$ cat src/rtl/alu_issue_wb.sv
// Issue/writeback controller: instruction FIFO -> S1 issue register -> S2 writeback register,
// with a one-bubble read-after-write interlock against the instruction currently in S1.
module alu_issue_wb #(
    parameter int unsigned DEPTH = 4
) (
    input  logic        clk,
    input  logic        rst_n,
    input  logic        in_valid,
    output logic        in_ready,
    input  logic [31:0] in_instr,
    output logic [31:0] alu_instr,
    input  logic [31:0] alu_result,
    input  logic        alu_zero,
    input  logic        alu_carry,
    output logic        wb_en,
    output logic [4:0]  wb_addr,
    output logic [31:0] wb_data,
    output logic        out_valid,
    output logic        out_zero,
    output logic        out_carry
);

    localparam int unsigned AW = (DEPTH > 1) ? $clog2(DEPTH) : 1;
    localparam int unsigned CW = AW + 1;
    localparam int unsigned IW = 32;

    logic [IW-1:0] mem_q [DEPTH];
    logic [IW-1:0] mem_d [DEPTH];
    logic [AW-1:0] wr_ptr_q, wr_ptr_d;
    logic [AW-1:0] rd_ptr_q, rd_ptr_d;
    logic [CW-1:0] count_q, count_d;
    logic          in_ready_q, in_ready_d;

    logic          s1_valid_q, s1_valid_d;
    logic [IW-1:0] s1_instr_q, s1_instr_d;

    logic          s2_valid_q, s2_valid_d;
    logic [4:0]    s2_rd_q, s2_rd_d;
    logic [31:0]   s2_data_q, s2_data_d;
    logic          s2_zero_q, s2_zero_d;
    logic          s2_carry_q, s2_carry_d;

    logic [IW-1:0] head_c;
    logic          hazard_c;
    logic          push_c;
    logic          pop_c;

    // Next-state: FIFO bookkeeping, issue with RAW interlock, writeback capture.
    always_comb begin
        mem_d       = mem_q;
        wr_ptr_d    = wr_ptr_q;
        rd_ptr_d    = rd_ptr_q;
        count_d     = count_q;
        s2_rd_d     = s2_rd_q;
        s2_data_d   = s2_data_q;
        s2_zero_d   = s2_zero_q;
        s2_carry_d  = s2_carry_q;

        head_c   = mem_q[rd_ptr_q];
        hazard_c = s1_valid_q &&
                   ((head_c[25:21] == s1_instr_q[15:11]) ||
                    (head_c[20:16] == s1_instr_q[15:11]));
        push_c   = in_valid && in_ready_q;
        pop_c    = (count_q != CW'(0)) && !hazard_c;

        if (push_c) begin
            mem_d[wr_ptr_q] = in_instr;
            wr_ptr_d        = wr_ptr_q + AW'(1);
        end
        if (pop_c) begin
            rd_ptr_d = rd_ptr_q + AW'(1);
        end
        count_d    = count_q + CW'(push_c) - CW'(pop_c);
        in_ready_d = (count_d != CW'(DEPTH));

        // A bubble loads zero so alu_instr comes straight from the register.
        s1_valid_d = pop_c;
        s1_instr_d = pop_c ? head_c : '0;

        s2_valid_d = s1_valid_q;
        if (s1_valid_q) begin
            s2_rd_d    = s1_instr_q[15:11];
            s2_data_d  = alu_result;
            s2_zero_d  = alu_zero;
            s2_carry_d = alu_carry;
        end
    end

    always_ff @(posedge clk or negedge rst_n) begin
        if (!rst_n) begin
            for (int i = 0; i < int'(DEPTH); i++) begin
                mem_q[i] <= '0;
            end
            wr_ptr_q   <= '0;
            rd_ptr_q   <= '0;
            count_q    <= '0;
            in_ready_q <= 1'b1;
            s1_valid_q <= 1'b0;
            s1_instr_q <= '0;
            s2_valid_q <= 1'b0;
            s2_rd_q    <= '0;
            s2_data_q  <= '0;
            s2_zero_q  <= 1'b0;
            s2_carry_q <= 1'b0;
        end else begin
            mem_q      <= mem_d;
            wr_ptr_q   <= wr_ptr_d;
            rd_ptr_q   <= rd_ptr_d;
            count_q    <= count_d;
            in_ready_q <= in_ready_d;
            s1_valid_q <= s1_valid_d;
            s1_instr_q <= s1_instr_d;
            s2_valid_q <= s2_valid_d;
            s2_rd_q    <= s2_rd_d;
            s2_data_q  <= s2_data_d;
            s2_zero_q  <= s2_zero_d;
            s2_carry_q <= s2_carry_d;
        end
    end

    assign in_ready  = in_ready_q;
    assign alu_instr = s1_instr_q;
    assign wb_en     = s2_valid_q;
    assign out_valid = s2_valid_q;
    assign wb_addr   = s2_rd_q;
    assign wb_data   = s2_data_q;
    assign out_zero  = s2_zero_q;
    assign out_carry = s2_carry_q;

endmodule

$ cat config.mk
export PLATFORM = sky130hd
export DESIGN_NAME = alu_issue_wb
export DESIGN_NICKNAME = d
export VERILOG_FILES = /design/src/rtl/alu_issue_wb.sv
export SDC_FILE = /design/constraint.sdc
export NUM_CORES = 1
export LEC_CHECK = 0
export CAP_MARGIN = 40
export CORE_UTILIZATION = 45
export DETAILED_ROUTE_END_ITERATION = 12
export DONT_BUFFER_PORTS = 1
export GPL_TIMING_DRIVEN = 0
export PLACE_DENSITY = 0.7
export SLEW_MARGIN = 0
export SYNTH_ARGS = -nofsm -noshare
export SYNTH_HDL_FRONTEND = slang
export SYNTH_SLANG_ARGS = --single-unit
$ cat constraint.sdc
create_clock -name clk -period 3.9 [get_ports clk]
set_input_delay 0.39 -clock clk [delete_from_list [all_inputs] [get_ports clk]]
set_output_delay 0.39 -clock clk [all_outputs]
set_load 0.03 [all_outputs]
==> Word-level counts from Yosys, hierarchy flattened <==
Index checks and enable logic that the tools add are counted.
{ "word_totals": {"ff_bits": 209, "inputBits": 69, "out_inout_bits": 74, "word_cells": 41} }
{ "classes": {"addsub": 4, "magnitude_cmp": 3, "eq_ne": 3, "muxes": 7, "n_bitwise": 2, "n_reduce_logical": 7} }
{ "ops": {"columns": ["cell", "n"], "rows": [
  ["128-bit bitwise mux", 1],
  ["32-bit two-way mux", 4],
  ["32-bit binary-select mux with 2-bit select", 1],
  ["32-bit demux with 2-bit select", 1],
  ["5-bit == test", 2],
  ["3-bit >= comparator, second input constant", 2],
  ["2-bit NOT with 3-bit output", 2],
  ["2-bit by 1-bit adder with 2-bit output, second input constant", 2],
  ["1-bit logical AND", 4],
  ["3-bit by 1-bit adder with 3-bit output", 1],
  ["3-bit by 1-bit < comparator with 1-bit output, second input constant", 1],
  ["3-bit != test, second input constant", 1],
  ["3-bit nonzero test", 1],
  ["3-bit by 1-bit subtractor with 3-bit output", 1],
  ["1-bit zero test", 1],
  ["1-bit logical OR", 1]
]} }

==> Logic depth before layout (Yosys ltp) <==
Gate-level depths: netlist of the first run.
{ "logic_depth": {"word_depth": 11, "depth_mapped": 17, "ltp_nobuf": 13} }

==> Worst setup path after synthesis of the first run <==
Ideal clock, no wire load.
{ "synth_path": {"path_kind": "reg-to-reg", "startpoint": "register rd_ptr_q[0]", "endpoint": "register in_ready_q, in the netlist in_ready", "setup_time_ps": 83, "arrival_ps": 3205, "required_ps": 3817, "slack_ps": 613, "stages_incl_launch_ff": 17, "n_path_buf": 3, "period_less_slack_ps": 3287, "path_cell_list": "dfrtp_1 -> buf_4 -> mux4_2 -> xnor2_1 -> nand4_1 -> a21oi_1 -> or4_4 -> buf_6 -> buf_6 -> inv_1 -> ha_1 -> inv_1 -> ha_1 -> fa_1 -> xor2_1 -> xnor2_1 -> nand2_1"} }
{ "synth_between": {"elab_chain_cells": 11, "word_cells_on_any_way": 12, "cone_classes": "1 x add/sub; 3 x eq/ne; 3 x mux; 1 x bitwise; 4 x reduce/logical"} }
{ "synth_lines": {"columns": ["element", "line", "source"], "rows": [
  ["start: declaration", "30", "logic [AW-1:0] rd_ptr_q, rd_ptr_d;"],
  ["start signal: assignment", "108", "rd_ptr_q <= rd_ptr_d;"],
  ["2-bit NOT with 3-bit output (not written as such) *", "59", "head_c = mem_q[rd_ptr_q];"],
  ["32-bit binary-select mux with 2-bit select *", "59", null],
  ["32-bit two-way mux (not written as such) * (2 in a row)", "59", null],
  ["5-bit == test (on tied branches)", "61, 62", null],
  ["1-bit logical OR *", "61", "((head_c[25:21] == s1_instr_q[15:11]) ||"],
  ["1-bit logical AND *", "60", "hazard_c = s1_valid_q &&"],
  ["1-bit zero test *", "64", "pop_c = (count_q != CW'(0)) && !hazard_c;"],
  ["1-bit logical AND *", "64", null],
  ["net pop_c", "46", "logic pop_c;"],
  ["3-bit by 1-bit subtractor with 3-bit output *", "73", "count_d = count_q + CW'(push_c) - CW'(pop_c);"],
  ["net count_d[2]", "31", "logic [CW-1:0] count_q, count_d;"],
  ["3-bit != test *", "74", "in_ready_d = (count_d != CW'(DEPTH));"],
  ["net in_ready_d", "32", "logic in_ready_q, in_ready_d;"],
  ["end signal: assignment", "110", "in_ready_q <= in_ready_d;"],
  ["end: declaration", "32", null]
]} }
Mark *: on every way through the listed nets, which the timed path passes. The rest lies on a longest branch. The select of a mux whose other input is x is not followed.
A chain may end at the register's enable or synchronous reset.

==> Final worst setup path of the first run <==
Same ends and word-level chain as after synthesis.

==> metrics.yaml, run 1 <==
power:
  power.density_mw_per_mm2: 1040
  p_sw_frac: 0.345
  combPwrFrac: 0.372
  pwr-share-seq: 0.414
  ir_drop_v: 0.000493
  internal_power_mw: 6.83
  leakage_nw: 4.34
  clkPwrFrac: 0.214
  p_sw_mw: 3.60
synth:
  yosysTopAreaCell: "dfrtp_1"
  synth-edff-count: 0
  syn_area_per_cell_sq_um: 16.2
  syn_nets: 628
  async_flop_share: 1.00
  netlist_instances: 552
  synth_seq_cells: 209
  yosysSeqAreaShare: 0.586
  synth_cell_types: 37
  synth_flop_cell: "dfrtp_1"
  yosysWarnings: 0
  synthTopCellsByArea: "dfrtp_1 58%, mux2_2 21%, mux4_2 6.3%"
  netlist_area_sq_mm: 0.00892
  synth_top_area_frac: 0.583
drt:
  drc_errors: 0
  dr_total_vias: 4586
  drt-vias-per-instance: 5.34
  postRouteAntennaNets: 0
  drt-wirelength-per-cell_um: 20.8
  dr.pass1.iters: 4
  wl_um: 17800
  drt_first_iter_violations: 164
cts:
  clk_pin_slew_worst_paths_ps: 60
  cts_buffers: 23
  clk_path_buf_depth: 3
  root_buffer: "clkbuf_16"
  clock-sinks: 209
  worstSkewPairLatency_ps: 510
  cts_tree: "done"
  h-tree-depth: 1
min_path:
  hp-class: "in -> async"
setup_path:
  endpoint_kind: "flop"
  crit_fanout: 10
  path_delay_family: "simple AND/OR/NAND/NOR gates"
  crit_chain: "buf_4 -> mux4_2 -> xnor2_1 -> nand4_1 -> a21oi_1 -> or4_4 -> buf_6 -> buf_6 -> inv_1 -> ha_1 -> inv_1 -> ha_1 -> fa_1 -> xor2_1 -> xnor2_1 -> nand2_1"
  crit_type: "reg -> reg"
  crit_arrival_ps: 4060
  cp-start-kind: "flop"
  cp.required_ps: 4330
  cp_num_buf_inv: 5
  cp_slowest_cell: "mux4_2"
  rrSetupSlack_ps: 280
  critPathMaxStageDelay_ps: 560
sta:
  hold_ws_ps: -421
  period_share: 0.928
  finalSetupViolCount: 0
  min_period_ps: 3620
  worst_slew_pin_slew_ps: 843
  finalMaxSlewViolations: 0
  tns_ps: 0
  clock_skew_ps: 9.93
  slew-limit-headroom: 0.438
  hold_viol: 209
  rsz0062_at_grt: "no"
  fmax_ghz: 0.276
place:
  place_hpwl_um: 12100
  portBuffers: 0
  gp_congestion: 0.733
  dp.cells: 818
run_status:
  violations: "hold timing"
  status: "finished, violations left"
cells_and_area:
  diodes: 0
  drive_above_1_share: 0.475
  area_growth_syn_to_layout_pct: 12.9
  stdcell_count: 859
  nets: 654
global_routing:
  grt_max_degree: 210
  grt.total_usage: 0.183
  grt_overflow_total: 0
  grt_first_pass_wirelength_um: 28100
  first_global_vias: 5281
  antenna_found_initial: 0
die:
  die-width_um: 143
  start_util: 0.459
  rows: 51
  io_pins: 143
  coreArea_sq_mm: 0.0195
  dieArea_sq_mm: 0.0204
  dieHeight_um: 143
job:
  cap_violations: 0
timing repair:
item	4_1_cts	5_1_grt
buffers inserted	0	0
setup endpoints to repair	0	1
endpoints found under the hold margin	209	209
gates resized for setup	0	1
layout by cell type, fill, tap and decap left out, drive strengths merged, types with 8 or more instances in the layout:
cell and instances:
xnor2 13, inv 8, mux4 25, clkbuf 45, mux2i 14, xor2 8, dfrtp 208, nor2b 24
mux2 168, buf 24, a21oi 9
routing by layer:
metal,vias up,wire [um],track usage
met5,-,0,0
met4,0,502,0.0560
met3,31,1350,0.0530
met2,164,9110,0.329
met1,2378,6880,0.209
li1,2013,-,-
path summary, 6_finish.rpt:
| kind | from | cells past startpoint | endpoint |
|---|---|---|---|
| setup / recovery | rd_ptr_q[0] | 16 | in_ready |
| hold / removal | rst_n | 0 | wb_data[18] |
| setup reg to reg | rd_ptr_q[0] | 16 | in_ready |
| hold reg to reg | mem_q[34] | 1 | mem_q[34] |
| max in group asynchronous | rst_n | 0 | mem_q[72] |
| min in group clk | in_instr[1] | 1 | mem_q[33] |
registers in the layout (all words and copies together) (netlist names), 2 cells and up:
register   cells
count_q        3
mem_q        128
wb_data       32
alu_instr     32
wr_ptr_q       2
rd_ptr_q       2
wb_addr        5
cell families (layout without fill, tap and decap cells):
kind of cell,Yosys count,count (layout),synth area share
DFF,209,209,0.586
buffers and inverters,40,82,0.0258
AOI/OAI and AO/OA,10,10,0.00883
xor gates and xnor gates,21,21,0.0206
and+or+nand+nor,58,58,0.0572
muxes,207,207,0.291
adders and majority gates,7,7,0.0107
power by group through the flow:
stage / combinational, mW / sequential [mW] / clock (mW)
after floorplan: 3.24 / 4.14 / 0
after global placement: 3.78 / 4.28 / 0
after detailed placement: 3.94 / 4.37 / 0
after CTS: 3.96 / 4.33 / 2.29
after global routing: 4.20 / 4.46 / 2.36
final: 3.88 / 4.32 / 2.23
cell usage after synthesis (2+ instances only):
cell,n
nor2b_4,20
mux2i_1,14
xor2_1,8
xnor2_1,13
nand4_1,2
nand3_1,5
or2_2,7
ha_1,6
a21oi_1,2
nor2b_1,3
a21oi_2,7
mux2_2,168
buf_12,3
buf_6,2
buf_1,13
dfrtp_1,208
buf_4,4
mux4_2,25
nand2b_1,7
inv_1,7
nor3_1,2
clkbuf_1,10
nand2_1,2
final cells by class:
cell class,count,area (sq um)
fill,1614,9390
sequential,209,5230
multi-input combinational,303,3470
clock buffer,35,711
tap,265,332
buffer,33,204
clock inverter,6,86.3
inverter,7,26.3
timing repair buffer,1,15.0
metrics by stage:
stage / area [sq um] / total power, mW / setup WS, ps / hold WS, ps / util
detailed placement: 9270 / 8.30 / 179 / 98.8 / 0.476
floorplan: 8920 / 7.38 / 613 / 94.4 / -
global placement: 9260 / 8.06 / 320 / 98.3 / 0.476
finish: 10100 / 10.4 / 280 / -421 / 0.518
global route: 10100 / 11.0 / 60.7 / -443 / 0.518
CTS: 10100 / 10.6 / 164 / -439 / 0.517
Note: power is estimated with default switching activity, not from simulation.
==> inputs of run 2 (changes only) <==
- PLACE_DENSITY: 0.7 -> 0.72
==> metrics.yaml, run 2 (synthesis results as in run 1) <==
setup_path:
  crit_type: "reg -> reg"  # unchanged
  ff2ff_path_depth: 16  # unchanged
  cp_slowest_cell: "mux4_2"  # unchanged
  cp_num_buf_inv: 5  # unchanged
  crit_arrival_ps: 4090  # was 4060 ps
  cp-start-kind: "flop"  # unchanged
  r2r-end: "in_ready"  # unchanged
  path_delay_family: "simple AND/OR/NAND/NOR gates"  # unchanged
  critPathMaxStageDelay_ps: 570  # was 560 ps
  cp.required_ps: 4330  # about the same
  crit_chain: "buf_4 -> mux4_2 -> xnor2_1 -> nand4_1 -> a21oi_1 -> or4_4 -> buf_6 -> buf_6 -> inv_1 -> ha_1 -> inv_1 -> ha_1 -> fa_1 -> xor2_1 -> xnor2_1 -> nand2_1"  # unchanged
  crit_fanout: 10  # unchanged
  endpoint_kind: "flop"  # unchanged
  r2r_start: "rd_ptr_q[0]"  # unchanged
  rrSetupSlack_ps: 240  # was 280 ps
cts:
  h-tree-depth: 1  # unchanged
  cts_tree: "done"  # unchanged
  clk_pin_slew_worst_paths_ps: 60  # about the same
  clock-sinks: 209  # unchanged
  root_buffer: "clkbuf_16"  # unchanged
  worstSkewPairLatency_ps: 510  # about the same
  cts_buffers: 23  # unchanged
  clk_path_buf_depth: 3  # unchanged
cells_and_area:
  final_cell_mix: "208 x dfrtp_1, 168 x mux2_2, 25 x mux4_2"  # unchanged
  final_common_cell: "dfrtp_1"  # unchanged
  top_register: "mem_q"  # unchanged
  diodes: 0  # unchanged
  largest_reg_flops: 128  # unchanged
  area_growth_syn_to_layout_pct: 12.2  # was 12.9%
  seq_area_sq_mm: 0.00523  # unchanged
  multi_input_area_sq_mm: 0.00347  # unchanged
  nets: 654  # unchanged
  drive_above_1_share: 0.471  # was 0.475
  nFillCells: 1586  # was 1614
job:
  cap_violations: 0  # unchanged
power:
  ir_drop_v: 0.000516  # was 0.000493 V
  power_mw: 10.3  # was 10.4 mW
  leakage_nw: 4.32  # was 4.34 nW
  power.density_mw_per_mm2: 1030  # was 1040 mW/mm^2
drt:
  top_layer: "met4"  # unchanged
  drc_errors: 0  # unchanged
  drt-wirelength-per-cell_um: 21.0  # was 20.8 um
  wl_met3_um: 1300  # was 1350 um
  wl_met1_um: 6980  # was 6880 um
  wl_met2_um: 9320  # was 9110 um
  drt_first_iter_violations: 188  # was 164
  dr_total_vias: 4593  # was 4586
  dr.pass1.iters: 4  # unchanged
  wl_um: 18000  # was 17800 um
  postRouteAntennaNets: 0  # unchanged
  drt-vias-per-instance: 5.35  # was 5.34
sta:
  clock_skew_ps: 12.5  # was 9.93 ps
  tns_ps: 0  # unchanged
  min_period_ps: 3660  # was 3620 ps
  hold_viol: 209  # unchanged
  worst_slew_pin_slew_ps: 778  # was 843 ps
  finalSetupViolCount: 0  # unchanged
  hold_ws_ps: -429  # was -421 ps
  fin_ws_ps: 241  # was 280 ps
  slew-limit-headroom: 0.481  # was 0.438
  rsz0062_at_grt: "no"  # unchanged
  finalMaxSlewViolations: 0  # unchanged
  period_share: 0.938  # was 0.928
  fmax_ghz: 0.273  # was 0.276 GHz
place:
  gp_congestion: 0.770  # was 0.733
  place_ws_ps: 279  # was 179 ps
  portBuffers: 0  # unchanged
  place_hpwl_um: 12300  # was 12100 um
die:
  coreArea_sq_mm: 0.0195  # unchanged
  rows: 51  # unchanged
  io_pins: 143  # unchanged
  die-width_um: 143  # unchanged
  dieHeight_um: 143  # unchanged
  start_util: 0.459  # unchanged
  dieArea_sq_mm: 0.0204  # unchanged
global_routing:
  grt_overflow_total: 0  # unchanged
  grt.total_usage: 0.184  # was 0.183
  antenna_found_initial: 0  # unchanged
  first_global_vias: 5307  # was 5281
  grt_first_pass_wirelength_um: 28500  # was 28100 um
  grt_max_degree: 210  # unchanged
run_status:
  status: "finished, violations left"  # unchanged
  violations: "hold timing"  # unchanged
min_path:
  hp-class: "in -> async"  # unchanged
-- run 2: cell types whose count changed in the layout (fill, tap and decap cells not counted) --
cell	before	now
clkbuf_1	13	15
clkinvlp_4	1	0
clkbuf_8	9	3
clkinv_2	2	7
-- run 2: cell type report --
type,count,area share
well taps,265,0.0331
inverters,7,0.00262
clock buffers,31,0.0635
flip-flops and latches,209,0.522
multi-input cells,303,0.346
plain buffers,33,0.0204
repair buffers,1,0.00150
clock inverters,10,0.0104
-- run 2: report_power, final --
group          switching, mW  total [mW]  internal (mW)
Clock                  0.841        2.11           1.27
Combinational           1.65        3.89           2.24
Sequential              1.12        4.33           3.20
-- run 2: through the flow --
stage	cell area (sq um)	std cells	hold WS [ps]	utilization
after floorplan	8920	552	94.4	-
after global placement	9260	817	99.1	0.476
after detailed placement	9270	818	98.3	0.476
after CTS	10000	859	-442	0.514
after global routing	10000	859	-451	0.515
final	10000	859	-429	0.515
-- run 2: routing by layer --
layer / GRT usage / vias to the layer above
met5: 0 / -
met1: 0.210 / 2419
met2: 0.336 / 147
met3: 0.0510 / 30
li1: - / 1997
met4: 0.0532 / 0
-- run 2: how the worst max path moves through the flow --
stage | to | start | slack, ps | depth (start not counted)
6_report | in_ready | rd_ptr_q[0] | 240 | 16
5_1_grt | in_ready | alu_instr[12] | 40 | 15
4_1_cts | in_ready | rd_ptr_q[0] | 250 | 16
3_5_place_dp | in_ready | rd_ptr_q[0] | 280 | 16
3_3_place_gp | in_ready | rd_ptr_q[0] | 280 | 16
2_1_floorplan | in_ready | rd_ptr_q[0] | 610 | 16
-- run 2: what timing repair did --
item,in CTS,in global routing
buffers inserted,0,0
endpoints found under the setup margin,0,1
endpoints found under the hold margin,209,209
gates resized for setup,0,1
